[config.mk]
export PLATFORM = sky130hd
export DESIGN_NAME = fft_lane_sched
export DESIGN_NICKNAME = d
export VERILOG_FILES = /design/src/rtl/fft_tile_pkg.sv /design/src/rtl/fft_tag_fifo.sv /design/src/rtl/fft_lane_sched.sv
export SDC_FILE = /design/constraint.sdc
export NUM_CORES = 1
export LEC_CHECK = 0
export ABC_AREA = 1
export BUFFER_PORTS_ARGS = -buffer_cell sky130_fd_sc_hd__buf_2
export CAP_MARGIN = 25
export CORE_AREA = 2 2 177 179
export CTS_BUF_LIST = sky130_fd_sc_hd__clkbuf_8 sky130_fd_sc_hd__clkbuf_16
export DETAILED_ROUTE_END_ITERATION = 12
export DIE_AREA = 0 0 179 181
export PLACE_DENSITY_LB_ADDON = 0.1
export RECOVER_POWER = 50
export SETUP_SLACK_MARGIN = 0.05
export SYNTH_ARGS = -nofsm -noshare
export SYNTH_HDL_FRONTEND = slang
export SYNTH_SLANG_ARGS = --single-unit
export TNS_END_PERCENT = 30
[constraint.sdc]
create_clock -name clk_line -period 2 [get_ports clk_line]
set_input_delay 0.2 -clock clk_line [delete_from_list [all_inputs] [get_ports clk_line]]
set_output_delay 0.2 -clock clk_line [all_outputs]
set_load 0.01 [all_outputs]
[src/rtl/fft_tile_pkg.sv]
// rtl/fft_tile_pkg.sv - shared types and constants for the FFT tile lane scheduler
// Contents: FFT_LANES lane count, lane_id_t lane index type, sched_state_e input FSM states.
package fft_tile_pkg;

  localparam int FFT_LANES = 4;
  localparam int FFT_LW    = $clog2(FFT_LANES);

  typedef logic [FFT_LW-1:0] lane_id_t;

  typedef enum logic {
    IDLE = 1'b0,
    BUSY = 1'b1
  } sched_state_e;

endpackage

[src/rtl/fft_tag_fifo.sv]
// rtl/fft_tag_fifo.sv - lane-ID FIFO recording the order of frames in flight in the core
// Ports: clk_i/rst_i clock and sync active-high reset; push_i/din_i write a tag;
//        pop_i retires the head; full_o/empty_o status; head_o oldest tag.
// A push while full is accepted only when a pop happens in the same cycle.
module fft_tag_fifo
  import fft_tile_pkg::*;
#(
  parameter int WIDTH = FFT_LW,
  parameter int DEPTH = 4
) (
  input  logic             clk_i,
  input  logic             rst_i,
  input  logic             push_i,
  input  logic [WIDTH-1:0] din_i,
  input  logic             pop_i,
  output logic             full_o,
  output logic             empty_o,
  output logic [WIDTH-1:0] head_o
);

  localparam int AW = $clog2(DEPTH);

  logic [WIDTH-1:0] mem_q [DEPTH];
  logic [AW-1:0]    wr_ptr_q, rd_ptr_q;
  logic [AW:0]      count_q;
  logic             do_push, do_pop;

  assign full_o  = (count_q == (AW+1)'(DEPTH));
  assign empty_o = (count_q == '0);
  assign head_o  = mem_q[rd_ptr_q];
  assign do_pop  = pop_i && !empty_o;
  assign do_push = push_i && (!full_o || pop_i);

  always_ff @(posedge clk_i) begin
    if (do_push) mem_q[wr_ptr_q] <= din_i;
  end

  // Pointers wrap naturally because DEPTH is a power of two.
  always_ff @(posedge clk_i) begin
    if (rst_i) begin
      wr_ptr_q <= '0;
      rd_ptr_q <= '0;
      count_q  <= '0;
    end else begin
      if (do_push) wr_ptr_q <= wr_ptr_q + 1'b1;
      if (do_pop)  rd_ptr_q <= rd_ptr_q + 1'b1;
      case ({do_push, do_pop})
        2'b10:   count_q <= count_q + 1'b1;
        2'b01:   count_q <= count_q - 1'b1;
        default: count_q <= count_q;
      endcase
    end
  end

endmodule

[src/rtl/fft_lane_sched.sv]
// rtl/fft_lane_sched.sv - frame-level round-robin scheduler sharing one FFT core among lanes
// Ports: clk_line/clk_line_rst_high clock and sync active-high reset;
//        stream_in_* packed per-lane input streams; core_in_* stream to the core;
//        core_out_* stream from the core; stream_out_* packed per-lane output streams;
//        frames_done per-lane 16-bit completed output frame counters.
// Macro FFT_SCHED_STATS_EN builds the frames_done counters; otherwise frames_done is 0.
module fft_lane_sched
  import fft_tile_pkg::*;
#(
  parameter int BW        = 32,
  parameter int BWB       = BW/8,
  parameter int LANES     = FFT_LANES,
  parameter int TAG_DEPTH = 4
) (
  input  logic                 clk_line,
  input  logic                 clk_line_rst_high,
  input  logic [LANES-1:0]     stream_in_TVALID,
  input  logic [LANES-1:0]     stream_in_TLAST,
  input  logic [LANES*BW-1:0]  stream_in_TDATA,
  input  logic [LANES*BWB-1:0] stream_in_TKEEP,
  output logic [LANES-1:0]     stream_in_TREADY,
  output logic                 core_in_TVALID,
  output logic                 core_in_TLAST,
  output logic [BW-1:0]        core_in_TDATA,
  output logic [BWB-1:0]       core_in_TKEEP,
  input  logic                 core_in_TREADY,
  input  logic                 core_out_TVALID,
  input  logic                 core_out_TLAST,
  input  logic [BW-1:0]        core_out_TDATA,
  input  logic [BWB-1:0]       core_out_TKEEP,
  output logic                 core_out_TREADY,
  output logic [LANES-1:0]     stream_out_TVALID,
  output logic [LANES-1:0]     stream_out_TLAST,
  output logic [LANES*BW-1:0]  stream_out_TDATA,
  output logic [LANES*BWB-1:0] stream_out_TKEEP,
  input  logic [LANES-1:0]     stream_out_TREADY,
  output logic [LANES*16-1:0]  frames_done
);

  localparam int LW = $clog2(LANES);

  sched_state_e  state_q;
  logic [LW-1:0] grant_q, rr_ptr_q, rr_ptr_d;
  logic [LW-1:0] win;
  logic          found;
  logic          tag_push, tag_pop, tag_full, tag_empty;
  logic [LW-1:0] tag_head;
  logic          in_last_fire;

  // First valid lane at or after rr_ptr, searching modulo LANES.
  always_comb begin
    found = 1'b0;
    win   = '0;
    for (int k = 0; k < LANES; k++) begin
      int idx;
      idx = int'(rr_ptr_q) + k;
      if (idx >= LANES) idx = idx - LANES;
      if (!found && stream_in_TVALID[idx]) begin
        found = 1'b1;
        win   = LW'(idx);
      end
    end
  end

  assign rr_ptr_d     = (grant_q == LW'(LANES-1)) ? '0 : grant_q + 1'b1;
  assign tag_push     = (state_q == IDLE) && found && !tag_full;
  assign in_last_fire = (state_q == BUSY) && core_in_TVALID && core_in_TREADY && core_in_TLAST;

  always_ff @(posedge clk_line) begin
    if (clk_line_rst_high) begin
      state_q  <= IDLE;
      grant_q  <= '0;
      rr_ptr_q <= '0;
    end else begin
      case (state_q)
        IDLE: if (tag_push) begin
          grant_q <= win;
          state_q <= BUSY;
        end
        BUSY: if (in_last_fire) begin
          rr_ptr_q <= rr_ptr_d;
          state_q  <= IDLE;
        end
      endcase
    end
  end

  // Input passthrough: zero-latency mux from the granted lane.
  always_comb begin
    core_in_TVALID   = 1'b0;
    core_in_TLAST    = 1'b0;
    core_in_TDATA    = '0;
    core_in_TKEEP    = '0;
    stream_in_TREADY = '0;
    if (state_q == BUSY) begin
      core_in_TVALID            = stream_in_TVALID[grant_q];
      core_in_TLAST             = stream_in_TLAST[grant_q];
      core_in_TDATA             = stream_in_TDATA[int'(grant_q)*BW +: BW];
      core_in_TKEEP             = stream_in_TKEEP[int'(grant_q)*BWB +: BWB];
      stream_in_TREADY[grant_q] = core_in_TREADY;
    end
  end

  fft_tag_fifo #(
    .WIDTH (LW),
    .DEPTH (TAG_DEPTH)
  ) u_tag_fifo (
    .clk_i   (clk_line),
    .rst_i   (clk_line_rst_high),
    .push_i  (tag_push),
    .din_i   (win),
    .pop_i   (tag_pop),
    .full_o  (tag_full),
    .empty_o (tag_empty),
    .head_o  (tag_head)
  );

  // Output steering: the head tag names the lane owning the current core output frame.
  always_comb begin
    stream_out_TVALID = '0;
    stream_out_TLAST  = '0;
    stream_out_TDATA  = '0;
    stream_out_TKEEP  = '0;
    core_out_TREADY   = 1'b0;
    if (!tag_empty) begin
      stream_out_TVALID[tag_head]                  = core_out_TVALID;
      stream_out_TLAST[tag_head]                   = core_out_TLAST;
      stream_out_TDATA[int'(tag_head)*BW +: BW]    = core_out_TDATA;
      stream_out_TKEEP[int'(tag_head)*BWB +: BWB]  = core_out_TKEEP;
      core_out_TREADY                              = stream_out_TREADY[tag_head];
    end
  end

  assign tag_pop = !tag_empty && core_out_TVALID && core_out_TREADY && core_out_TLAST;

`ifdef FFT_SCHED_STATS_EN
  logic [15:0] done_q [LANES];

  always_ff @(posedge clk_line) begin
    if (clk_line_rst_high) begin
      for (int i = 0; i < LANES; i++) done_q[i] <= '0;
    end else if (tag_pop) begin
      done_q[tag_head] <= done_q[tag_head] + 16'd1;
    end
  end

  always_comb begin
    frames_done = '0;
    for (int i = 0; i < LANES; i++) frames_done[i*16 +: 16] = done_q[i];
  end
`else
  assign frames_done = '0;
`endif

endmodule

==> flow_summary.yaml <==
route:
  drt-wirelength-per-cell_um: 16.24
  drcViolationCount: 0
  via_count: 6662
  drt_iter0_markers: 224
  drt_pre_antenna_iters: 4
  finalWirelength_um: 26310
  drt.antenna.violating_nets: 0
  vias_per_cell: 4.112
job:
  max_cap_viol_count: 0
layout:
  layout.cells.non_filler: 1620
  fin_area_um2: 9114
  layout.area.seq_um2: 531.8
  nFillCells: 3381
  final_layout_size_suffix_gt1_share_pct: 56.75
  nNetsFinal: 1436
  synthToLayoutAreaGrowth_pct: 110.4
  area_of_the_multi_input_gates_um2: 4223
placement:
  placement.setup.worst_slack_ns: -0.2608
  detailedPlacementHpwl_um: 19790
  placed_cells_incl_taps: 1574
  routabilityCongestion: 0.7973
  postPlaceCellArea_um2: 7032
  io_buffers: 391
power:
  clockPowerShare_pct: 5.8
  total_switching_power_mw: 5.032
  power.share.switching_pct: 51.17
  power.ir.vdd_worst_v: 0.0005226
  sequentialPowerShare_pct: 6.8
  post-layout-total-power_mw: 9.834
  cellLeakagePower_nw: 4.689
  pwr-share-comb_pct: 87.4
  power_density_nw_per_um2: 1079
  cell_internal_power_mw: 4.802
cts:
  clock_sink_count: 22
  bufs_on_longest_clock_path: 2
  htreeDepth: 1
  cts-hold-fix-buffers: 0
  cts_tree: "yes"
  cts_buffers: 3
  cts_root_buf: "clkbuf_16"
  clkSlewWorstSetupHoldPaths_ns: 0.06
  clock_latency_at_the_later_pin_of_the_worst_skew_pair_ns: 0.26
critical_path:
  worst-path-max-fanout: 6
  timing.reg2reg.setup_slack_ns: -0.24
  cp-start-kind: "register"
  endpoint: "stream_out_TDATA[116]"
  arrival_time_reported_for_the_critical_path_endpoint_ns: 2.12
  timing.reg2reg.worst_path_depth: 17
  crit_type: "register to output port"
  rr_endpoint: "u_tag_fifo.count_q[2]"
  endpoint_kind: "output port"
  critical_path_required_ns: 1.80
outcome:
  status: "finished, violations left"
  violations: "negative setup slack"
floorplanning:
  row_count: 64
  die_w_um: 179
  die_height_um: 181
  die_area_um2: 32400
  core_region_area_um2: 30350
  initial_utilization_pct: 14.27
  top_level_ports: 456
timing:
  clock_skew_ns: 0.003581
  max_freq_ghz: 0.4312
  min_period_ns: 2.319
  max_slew.worst_pin.slew_ns: 0.5657
  slew_headroom_pct: 62.24
  finalSetupViolCount: 175
  drv_slew: 0
  setup_tns_ns: -37.94
  grt_setup_unrepaired: "true"
  fin_crit_sh_pct: 116.0
  postLayoutSetupSlackWorst_ns: -0.3191
  final_hold_vio_count: 0
synth:
  post_synth_instance_area_um2: 4332
  yosys_warnings: 0
  yosysSeqAreaShare_pct: 12.02
  syn_inst: 792
  ys_seq_elements: 22
  syn_avg_cell_area_um2: 5.469
  synth.distinct_cells: 31
min_path:
  min_path_cells: 2
  timing.hold.worst.class: "primary input to register"
grt:
  grt_start_max_net_pins: 71
  antenna_violations_before_repair: 3
  overflow: 0
  number_of_global_route_vias_before_repair: 6496
  wire_length_of_the_first_global_routing_pass_um: 37560
  groute.usage.overall_pct: 14.78
cells in the mapped netlist:
library cell  number  area share [%]
a21oi_1           51             5.9
a21oi_2            1            0.20
a32oi_1            1            0.20
buf_1              9            0.78
buf_2              8            0.92
buf_4             64              11
buf_6              7             1.8
clkbuf_1          33             2.9
conb_1             1           0.087
dfxtp_1           14             6.5
edfxtp_1           8             5.5
fa_1               1            0.46
ha_1              14             4.0
inv_1             78             6.8
inv_2              5            0.43
nand2_1           56             4.9
nand2_2            3            0.43
nand3_1           10             1.2
nand3_2            2            0.46
nand3b_1           3            0.52
nand4_1            2            0.29
nand4_2            1            0.29
nand4_4            1            0.49
nor2_1           177              15
nor2_2             3            0.43
nor3_1           148              17
o21ai_0           84             9.7
o21ai_2            3            0.61
or2_2              1            0.14
xnor2_1            1            0.20
xor2_1             2            0.40
through the flow:
step | util (%) | hold WS, ns
2_1_floorplan | - | 0.2594
3_3_place_gp | 23.17 | 0.4619
3_5_place_dp | 23.17 | 0.4593
4_1_cts | 27.73 | 0.1867
5_1_grt | 30.02 | 0.2139
6_report | 30.03 | 0.1832
layer usage:
metal	track usage (%)	up-vias	wire [µm]
li1	-	3327	-
met1	17.01	3027	10050
met2	27.98	278	13760
met3	3.283	30	1998
met4	2.081	0	505
met5	0	-	0
cell families after synthesis:
group,Yosys count,synth area share [%]
xor gates and xnor gates,3,0.6067
buffers and inverters,204,24.67
other,1,0.08657
DFF,22,12.02
and+or+nand+nor,407,41.51
adders and majority gates,15,4.506
AOI/OAI and AO/OA,140,16.61
critical path: stages, from the launching register on:
cell     delay [ns]
dfxtp_4        0.39
buf_6          0.12
nand2_4        0.05
nand3_4        0.09
nand2_8        0.08
buf_6          0.14
inv_8          0.06
ha_4           0.14
nand4_4        0.13
buf_12         0.19
buf_12         0.14
nor3_2         0.16
buf_2          0.16
state kept, by name, indices dropped and copies added, names as in the netlist, named ones only:
register and cells:
u_tag_fifo.count_q 3, rr_ptr_q 2, u_tag_fifo.wr_ptr_q 2, u_tag_fifo.rd_ptr_q 2, u_tag_fifo.mem_q 8, grant_q 2, state_q 1
power groups by stage:
stage               logic [mW]  registers, mW  clock network (mW)
finish                    8.60          0.669               0.569
global route              9.20          0.685               0.601
CTS                       7.54          0.669               0.583
detailed placement        5.00          0.669                   0
global placement          5.01          0.676                   0
floorplan                 3.09          0.634                   0
area by class of cell:
type / instances / share of cell area (%)
clock inverters: 1 / 0.3295
multi-input cells: 629 / 46.33
well taps: 396 / 5.437
repair buffers: 485 / 37.49
diodes: 1 / 0.02746
clock buffers: 3 / 0.8237
flip-flops and latches: 22 / 5.835
inverters: 83 / 3.720
cells in the final DEF, fill, tap and decap left out, drive strengths merged, types with 3 or more instances in the layout:
cell type	instances
o21ai	87
dfxtp	14
buf	477
a21oi	52
edfxtp	8
nor3	148
nand3b	3
inv	81
nand4	4
ha	14
nand2	59
conb	64
nor2	180
clkbuf	11
nand3	12
how the worst min path moves through the flow:
| stage | start | to |
|---|---|---|
| after detailed placement | clk_line_rst_high | rr_ptr_q[0] |
| after global routing | clk_line_rst_high | rr_ptr_q[0] |
| after floorplan | clk_line_rst_high | rr_ptr_q[0] |
| final | clk_line_rst_high | rr_ptr_q[0] |
| after CTS | clk_line_rst_high | rr_ptr_q[0] |
| after global placement | clk_line_rst_high | rr_ptr_q[0] |
repair_timing:
| item | in CTS | in global routing |
|---|---|---|
| endpoints found under the setup margin | 157 | 189 |
| gates cloned | 12 | 5 |
| gates resized for setup | 177 | 120 |
| pin swaps | 53 | 25 |
| buffers inserted | 18 | 7 |
(Power assumes the default switching activity.)
